===== src/rtl/game_flow_controller.sv =====
// game_flow_controller
// Top-level breakout sequencer: attract -> serve pause -> play -> level-clear
// pause / game over -> restart. Tracks lives and level, paces the pauses in
// video frames and drives the game-over overlay's trigger and reset pulses.
// Every output is a register; pulses last exactly the first cycle of the
// state that produces them.

module game_flow_controller #(
    parameter int LIVES_INIT         = 3,
    parameter int NUM_LEVELS         = 4,
    parameter int SERVE_DELAY_FRAMES = 60,
    parameter int CLEAR_DELAY_FRAMES = 120
) (
    input  logic       clk,
    input  logic       reset_n,
    input  logic       frame_tick,
    input  logic       start_btn,
    input  logic       ball_lost,
    input  logic       bricks_cleared,
    input  logic       game_over_complete,
    output logic       trigger_game_over,
    output logic       overlay_reset,
    output logic       serve_ball,
    output logic       level_load,
    output logic       game_active,
    output logic [1:0] level,
    output logic [2:0] lives,
    output logic [1:0] overlay_sel
);

    localparam int MAX_DELAY = (SERVE_DELAY_FRAMES > CLEAR_DELAY_FRAMES) ?
                               SERVE_DELAY_FRAMES : CLEAR_DELAY_FRAMES;
    localparam int CNT_W     = (MAX_DELAY > 1) ? $clog2(MAX_DELAY) : 1;

    localparam logic [CNT_W-1:0] SERVE_LAST  = CNT_W'(SERVE_DELAY_FRAMES - 1);
    localparam logic [CNT_W-1:0] CLEAR_LAST  = CNT_W'(CLEAR_DELAY_FRAMES - 1);
    localparam logic [2:0]       LIVES_START = 3'(LIVES_INIT);
    localparam logic [1:0]       LEVEL_LAST  = 2'(NUM_LEVELS - 1);

    localparam logic [1:0] OVL_NONE      = 2'd0;
    localparam logic [1:0] OVL_TITLE     = 2'd1;
    localparam logic [1:0] OVL_CLEAR     = 2'd2;
    localparam logic [1:0] OVL_GAME_OVER = 2'd3;

    typedef enum logic [2:0] {
        ST_ATTRACT     = 3'd0,
        ST_SERVE_WAIT  = 3'd1,
        ST_PLAY        = 3'd2,
        ST_LEVEL_CLEAR = 3'd3,
        ST_GAME_OVER   = 3'd4,
        ST_RESTART     = 3'd5
    } state_t;

    state_t           r_state;
    logic [CNT_W-1:0] r_frame_cnt;
    // High during the first cycle of a state entered by a transition. Reset
    // leaves it low so start_btn is honoured straight out of reset, while the
    // ATTRACT entry from RESTART makes a held button wait one extra cycle.
    logic             r_first;
    logic             r_trigger_game_over;
    logic             r_overlay_reset;
    logic             r_serve_ball;
    logic             r_level_load;
    logic             r_game_active;
    logic [1:0]       r_level;
    logic [2:0]       r_lives;
    logic [1:0]       r_overlay_sel;

    // Level index wraps at NUM_LEVELS, not at the 2-bit field width.
    logic [1:0] w_level_next;
    assign w_level_next = (r_level == LEVEL_LAST) ? 2'd0 : r_level + 2'd1;

    // Sequencer: state, frame pacing, lives/level bookkeeping and all outputs
    always_ff @(posedge clk or negedge reset_n) begin
        if (!reset_n) begin
            r_state             <= ST_ATTRACT;
            r_frame_cnt         <= '0;
            r_first             <= 1'b0;
            r_trigger_game_over <= 1'b0;
            r_overlay_reset     <= 1'b0;
            r_serve_ball        <= 1'b0;
            r_level_load        <= 1'b0;
            r_game_active       <= 1'b0;
            r_level             <= 2'd0;
            r_lives             <= LIVES_START;
            r_overlay_sel       <= OVL_TITLE;
        end else begin
            // NOTE: non-blocking defaults drop every pulse after one cycle; a
            // transition below overrides them because the last assignment wins.
            r_trigger_game_over <= 1'b0;
            r_overlay_reset     <= 1'b0;
            r_serve_ball        <= 1'b0;
            r_level_load        <= 1'b0;
            r_first             <= 1'b0;

            case (r_state)
                ST_ATTRACT: begin
                    if (start_btn && !r_first) begin
                        r_state       <= ST_SERVE_WAIT;
                        r_frame_cnt   <= '0;
                        r_first       <= 1'b1;
                        r_level_load  <= 1'b1;
                        r_overlay_sel <= OVL_NONE;
                    end
                end

                ST_SERVE_WAIT: begin
                    if (frame_tick) begin
                        if (r_frame_cnt == SERVE_LAST) begin
                            r_state       <= ST_PLAY;
                            r_frame_cnt   <= '0;
                            r_first       <= 1'b1;
                            r_serve_ball  <= 1'b1;
                            r_game_active <= 1'b1;
                        end else begin
                            r_frame_cnt <= r_frame_cnt + CNT_W'(1);
                        end
                    end
                end

                ST_PLAY: begin
                    // A clear in the same cycle as a lost ball takes priority
                    // and leaves lives untouched.
                    if (bricks_cleared) begin
                        r_state       <= ST_LEVEL_CLEAR;
                        r_frame_cnt   <= '0;
                        r_first       <= 1'b1;
                        r_game_active <= 1'b0;
                        r_overlay_sel <= OVL_CLEAR;
                    end else if (ball_lost) begin
                        r_frame_cnt   <= '0;
                        r_first       <= 1'b1;
                        r_game_active <= 1'b0;
                        if (r_lives > 3'd1) begin
                            r_lives <= r_lives - 3'd1;
                            r_state <= ST_SERVE_WAIT;
                        end else begin
                            r_lives             <= 3'd0;
                            r_state             <= ST_GAME_OVER;
                            r_trigger_game_over <= 1'b1;
                            r_overlay_sel       <= OVL_GAME_OVER;
                        end
                    end
                end

                ST_LEVEL_CLEAR: begin
                    if (frame_tick) begin
                        if (r_frame_cnt == CLEAR_LAST) begin
                            r_state       <= ST_SERVE_WAIT;
                            r_frame_cnt   <= '0;
                            r_first       <= 1'b1;
                            r_level       <= w_level_next;
                            r_level_load  <= 1'b1;
                            r_overlay_sel <= OVL_NONE;
                        end else begin
                            r_frame_cnt <= r_frame_cnt + CNT_W'(1);
                        end
                    end
                end

                ST_GAME_OVER: begin
                    // A completion flag left high from a previous game is not
                    // trusted on the entry cycle.
                    if (game_over_complete && !r_first) begin
                        r_state         <= ST_RESTART;
                        r_frame_cnt     <= '0;
                        r_first         <= 1'b1;
                        r_overlay_reset <= 1'b1;
                        r_lives         <= LIVES_START;
                        r_level         <= 2'd0;
                        r_overlay_sel   <= OVL_TITLE;
                    end
                end

                ST_RESTART: begin
                    r_state       <= ST_ATTRACT;
                    r_frame_cnt   <= '0;
                    r_first       <= 1'b1;
                    r_overlay_sel <= OVL_TITLE;
                end

                default: begin
                    r_state       <= ST_ATTRACT;
                    r_frame_cnt   <= '0;
                    r_first       <= 1'b0;
                    r_game_active <= 1'b0;
                    r_lives       <= LIVES_START;
                    r_level       <= 2'd0;
                    r_overlay_sel <= OVL_TITLE;
                end
            endcase
        end
    end

    assign trigger_game_over = r_trigger_game_over;
    assign overlay_reset     = r_overlay_reset;
    assign serve_ball        = r_serve_ball;
    assign level_load        = r_level_load;
    assign game_active       = r_game_active;
    assign level             = r_level;
    assign lives             = r_lives;
    assign overlay_sel       = r_overlay_sel;

endmodule


===== config.mk =====
export PLATFORM = sky130hd
export DESIGN_NAME = game_flow_controller
export DESIGN_NICKNAME = d
export VERILOG_FILES = /design/src/rtl/game_flow_controller.sv
export SDC_FILE = /design/constraint.sdc
export NUM_CORES = 1
export LEC_CHECK = 0
export ABC_AREA = 1
export BUFFER_PORTS_ARGS = -buffer_cell sky130_fd_sc_hd__buf_2
export CORE_ASPECT_RATIO = 0.9
export CORE_MARGIN = 5
export CORE_UTILIZATION = 25
export CTS_CLUSTER_SIZE = 20
export DETAILED_ROUTE_END_ITERATION = 16
export GPL_ROUTABILITY_DRIVEN = 0
export GPL_TIMING_DRIVEN = 0
export HOLD_SLACK_MARGIN = 0.08
export SLEW_MARGIN = 0
export SYNTH_ARGS = -nofsm -noshare
export SYNTH_HDL_FRONTEND = slang
export SYNTH_SLANG_ARGS = --single-unit

===== constraint.sdc =====
create_clock -name clk -period 2.7 [get_ports clk]
set_clock_uncertainty 0.1 [all_clocks]
set_input_delay 0.54 -clock clk [delete_from_list [all_inputs] [get_ports clk]]
set_output_delay 0.54 -clock clk [all_outputs]
set_load 0.01 [all_outputs]

# Word-level counts from Yosys, hierarchy flattened

Cells that the tools add are included.

Add/sub/neg operators: 3
Multiply operators: 0
Div/mod/pow operators: 0
Magnitude comparators: 1
Equality and inequality tests: 18
Shifts and indexed selects: 0
Multiplexer cells: 58
Bitwise operators: 4
Reduce and logical (&&, ||, !) cells: 13

Operators by type and width:

| operator                                                                        | count |
|---|---|
| 7-bit two-way mux                                                               | 8 |
| 3-bit two-way mux                                                               | 13 |
| 7-bit case mux with 5 select lines                                              | 1 |
| 2-bit two-way mux                                                               | 11 |
| 1-bit two-way mux                                                               | 18 |
| 2-bit != test, second input constant                                            | 8 |
| 3-bit case mux with 5 select lines                                              | 1 |
| 7-bit AND reduction                                                             | 2 |
| 4-bit AND reduction                                                             | 3 |
| 4-bit OR reduction                                                              | 3 |
| 2-bit case mux with 5 select lines                                              | 1 |
| 3-bit case mux with 3 select lines                                              | 1 |
| 7-bit by 1-bit adder with 7-bit output, second input constant                   | 1 |
| 7-bit by 6-bit == test with 1-bit output, second input constant                 | 1 |
| 7-bit == test, second input constant                                            | 1 |
| 3-bit by 2-bit == test with 1-bit output, second input constant                 | 2 |
| 3-bit == test, second input constant                                            | 2 |
| 3-bit != test, second input constant                                            | 2 |
| 1-bit case mux with 6 select lines                                              | 1 |
| 2-bit case mux with 3 select lines                                              | 1 |
| 5-bit AND reduction                                                             | 1 |
| 1-bit inverter                                                                  | 4 |
| 3-bit by 1-bit == test with 1-bit output, second input constant                 | 1 |
| 3-bit by 1-bit greater-than comparator with 1-bit output, second input constant | 1 |
| 8 further kinds                                                                 | 9 |

Register bits: 23
Bits in latches: 0
Bits in writable memories: 0
ROM bits: 0
Input port bits: 7
Memories kept: 0

# Depth between registers and ports, before layout

Word-level depth: 5
Mapped depth: 11
Gate-level depth less buffers: 10

# Worst setup path after synthesis

OpenSTA, ideal clock, no wires.

Kind: reg-to-reg
From: reg r_lives[1], in the netlist lives[1]
To: reg r_overlay_sel[1], in the netlist overlay_sel[1]
Data arrival time: 1.384 ns
Required time: 2.483 ns
Setup slack: 1.099 ns
Cell stages (with the launch flop): 7
Path buffers: 0
Clock period less this slack: 1.601 ns
Path through: dfstp_2 > inv_1 > ha_1 > o21ai_0 > a21boi_0 > nand3_1 > nand2_1

Longest elaborated chain between the ends: 3

RTL lines:

| item                                                     | RTL line | RTL |
|---|---|---|
| start, declared                                          | 66       | `logic [2:0] r_lives;` |
| start signal, assigned                                   | 135      | `r_lives <= r_lives - 3'd1;` |
| 3-bit by 1-bit greater-than comparator with 1-bit output | 134      | `if (r_lives > 3'd1) begin` |
| 3-bit != test (no line)                                  | --       |  |
| 7-bit AND reduction (no line)                            | --       |  |
| end signal, assigned                                     | 129      | `r_overlay_sel <= OVL_CLEAR;` |
| end signal, assigned                                     | 141      | `r_overlay_sel <= OVL_GAME_OVER;` |
| end signal, assigned                                     | 154      | `r_overlay_sel <= OVL_NONE;` |
| end, declared                                            | 67       | `logic [1:0] r_overlay_sel;` |

No other way between the ends.
A chain may end at the register's enable or synchronous reset.

# Worst setup path in the final report

Ends and elaborated chain as after synthesis.

==> impl_metrics.ini <==
[floorplanning]
pin_count = 19
core_um2 = 5760
die_w_um = 91.5
row_count = 26
start_util_pct = 25.9
design.die.area_um2 = 7620
die_y_um = 83.3

[placed_design]
place_area_um2 = 1670
dp_hpwl_mm = 2.49
dp_slack_ns = 0.905
port_buffers = 18
place_inst = 302

[clocking]
clkTransAtPathRegs_ns = 0.09
clock_latency_ns = 0.27
clock_path_buffers = 2
cts_root_buf = clkbuf_8
cts_tree = done
cts_hold_buf = 0
cts_resized = 0
cts_buffers = 3
cts_setup_buffers = 0
clock_sinks = 23
htreeDepth = 1

[global_routing]
grt.met1_usage_pct = 12.4
grt_use_met2_pct = 14.9
antenna_found_initial = 0
grtUsageMet3_pct = 3.07
grt-busiest-layer = met2
grt_usage_pct = 9.57
grt_pass1_wl_mm = 5.89
grt_pass1_vias = 1306
grt_max_degree = 24
grt_remaining_overflow = 0

[timing]
fin_tns_setup_ns = 0
whs_ns = 0.138
fin_crit_sh_pct = 66.2
fin_ws_ns = 0.912
rsz0062_at_grt = false
hold_viol = 0
fmax_mhz = 559
maxSlewViolCount = 0
setup_viol = 0
tightest_slew_ns = 0.532
relSlewSlack_pct = 64.5
min_period_ns = 1.79

[synthesis]
synth_area_leaders = dfrtp_1, nand2_1, nand3_1
synth.net_count = 225
synth-main-ff-cell = dfrtp_1
yosysUniqueCellTypes = 26
ys_seq_area_share_pct = 38.8
syn_inst = 214
syn-cell-area_um2 = 1490
ys_warn_count = 0
synth_top_area_share_pct = 33.5
synth_edf_count = 0
synth_area_leader_cell = dfrtp_1
ys_seq_elements = 23
synth_area_per_cell_um2 = 6.98
synthArstFlopShare_pct = 100

[finish]
layout_commonest_cell = nand2_1
final_cells = 306
nets = 248
fill_cells = 624
antennaDiodeCount = 0
syn_to_final_growth_pct = 14.9
final_cell_mix = nand2_1, nand3_1, nor2_1
stdcell_area_um2 = 1720
drive_gt1_share_pct = 19.5

[detailed_routing]
num_vias = 1358
drt_pass1_iterations = 4
ant_nets = 0
vias_per_cell = 4.44
drt_wl_total_mm = 3.30
drc = 0
wl_per_cell_um = 10.8
first_iter_violations = 90

[power_and_ir_drop]
p_leak_nw = 0.974
vdd_drop_max_mv = 0.224
p_per_area_nw_per_um2 = 878

[setup_path]
cp_top_family = compound AO/OA/AOI/OAI gates
end_kind = flop
criticalPathCategory = flop to flop
worstPathCellList = inv_1 -> ha_1 -> o21ai_0 -> a21boi_0 -> nand3_1 -> nand2_1
required_ns = 2.77
start_kind = flop
slowest_delay_ns = 0.54
cp_num_buf_inv = 1
cp_slowest_cell = dfstp_2
critPathMaxFanout = 4
cp.arrival_ns = 1.86

[hold_path]
hold_path_class = input pin to async pin

[job]
cap_violations = 0

[outcome]
outcome = complete, no violations
-- metal layers --
metal  vias to the layer above  wire (µm)
met2                        17       1420
met3                         5        140
met5                         -          0
met4                         0         45
li1                        724          -
met1                       612       1690
-- flip-flops by register name, indices dropped and copies added, names as in the netlist --
register / count
level_load: 1
game_active: 1
r_first: 1
level: 2
overlay_reset: 1
r_frame_cnt: 7
trigger_game_over: 1
r_state: 3
serve_ball: 1
lives: 3
overlay_sel: 2
-- through the flow --
step	total power, W	util, %
2_1_floorplan	0.00110	-
3_3_place_gp	0.00130	29.0
3_5_place_dp	0.00131	29.0
4_1_cts	0.00154	29.8
5_1_grt	0.00167	29.8
6_report	0.00151	29.8
-- worst reg2reg max path, cell delays in order, from the launching register on --
cell	delay, ns
dfstp_2	0.54
inv_1	0.07
ha_1	0.18
o21ai_0	0.41
a21boi_0	0.21
nand3_1	0.13
nand2_1	0.05
-- layout make-up --
class,count,area [µm²],area share [%]
Inverter,26,97.6,5.69
Timing Repair Buffer,18,90.1,5.25
Tap cell,70,87.6,5.10
Multi-Input combinational cell,162,793,46.2
Buffer,3,23.8,1.38
Sequential cell,23,579,33.7
Clock buffer,4,45.0,2.62
-- Yosys cell counts (2+ instances only) --
| master | n |
|---|---|
| nand3_2 | 5 |
| xor2_1 | 3 |
| nand3_1 | 24 |
| inv_1 | 21 |
| ha_1 | 4 |
| nand2_1 | 73 |
| dfstp_2 | 3 |
| o21a_1 | 2 |
| a21oi_1 | 2 |
| dfrtp_1 | 20 |
| nor3_1 | 4 |
| nor2_1 | 23 |
| nand2_2 | 3 |
| nor2_4 | 2 |
| o21ai_0 | 7 |
| o21ai_1 | 2 |
| nor2_2 | 3 |
| inv_2 | 5 |
-- final timing paths --
check / from / endpoint / slack [ns] / cells after the start
max: lives[1] / overlay_sel[1] / 0.91 / 6
max reg2reg: lives[1] / overlay_sel[1] / 0.91 / 6
min in group clk: overlay_sel[0] / overlay_sel[0] / 0.37 / 2
min: reset_n / r_state[2] / 0.14 / 1
max in group asynchronous: reset_n / lives[1] / 1.99 / 1
min reg2reg: overlay_sel[0] / overlay_sel[0] / 0.37 / 2
-- cell families after synthesis --
| family | share of synthesized area (%) |
|---|---|
| AO/OA/AOI/OAI | 6.28 |
| XOR/XNOR | 1.76 |
| adder cells (fa/ha/maj) | 3.35 |
| buffers and inverters | 8.12 |
| flip-flops | 38.8 |
| AND/OR/NAND/NOR | 41.7 |
-- where the power goes --
| part | switching, W | total, W | leakage, nW | internal (W) |
|---|---|---|---|---|
| Combinational | 0.000520 | 0.000786 | 0.649 | 0.000266 |
| Sequential | 0.0000635 | 0.000501 | 0.302 | 0.000437 |
| Clock | 0.000114 | 0.000220 | 0.0228 | 0.000106 |
(Power assumes the default switching activity.)
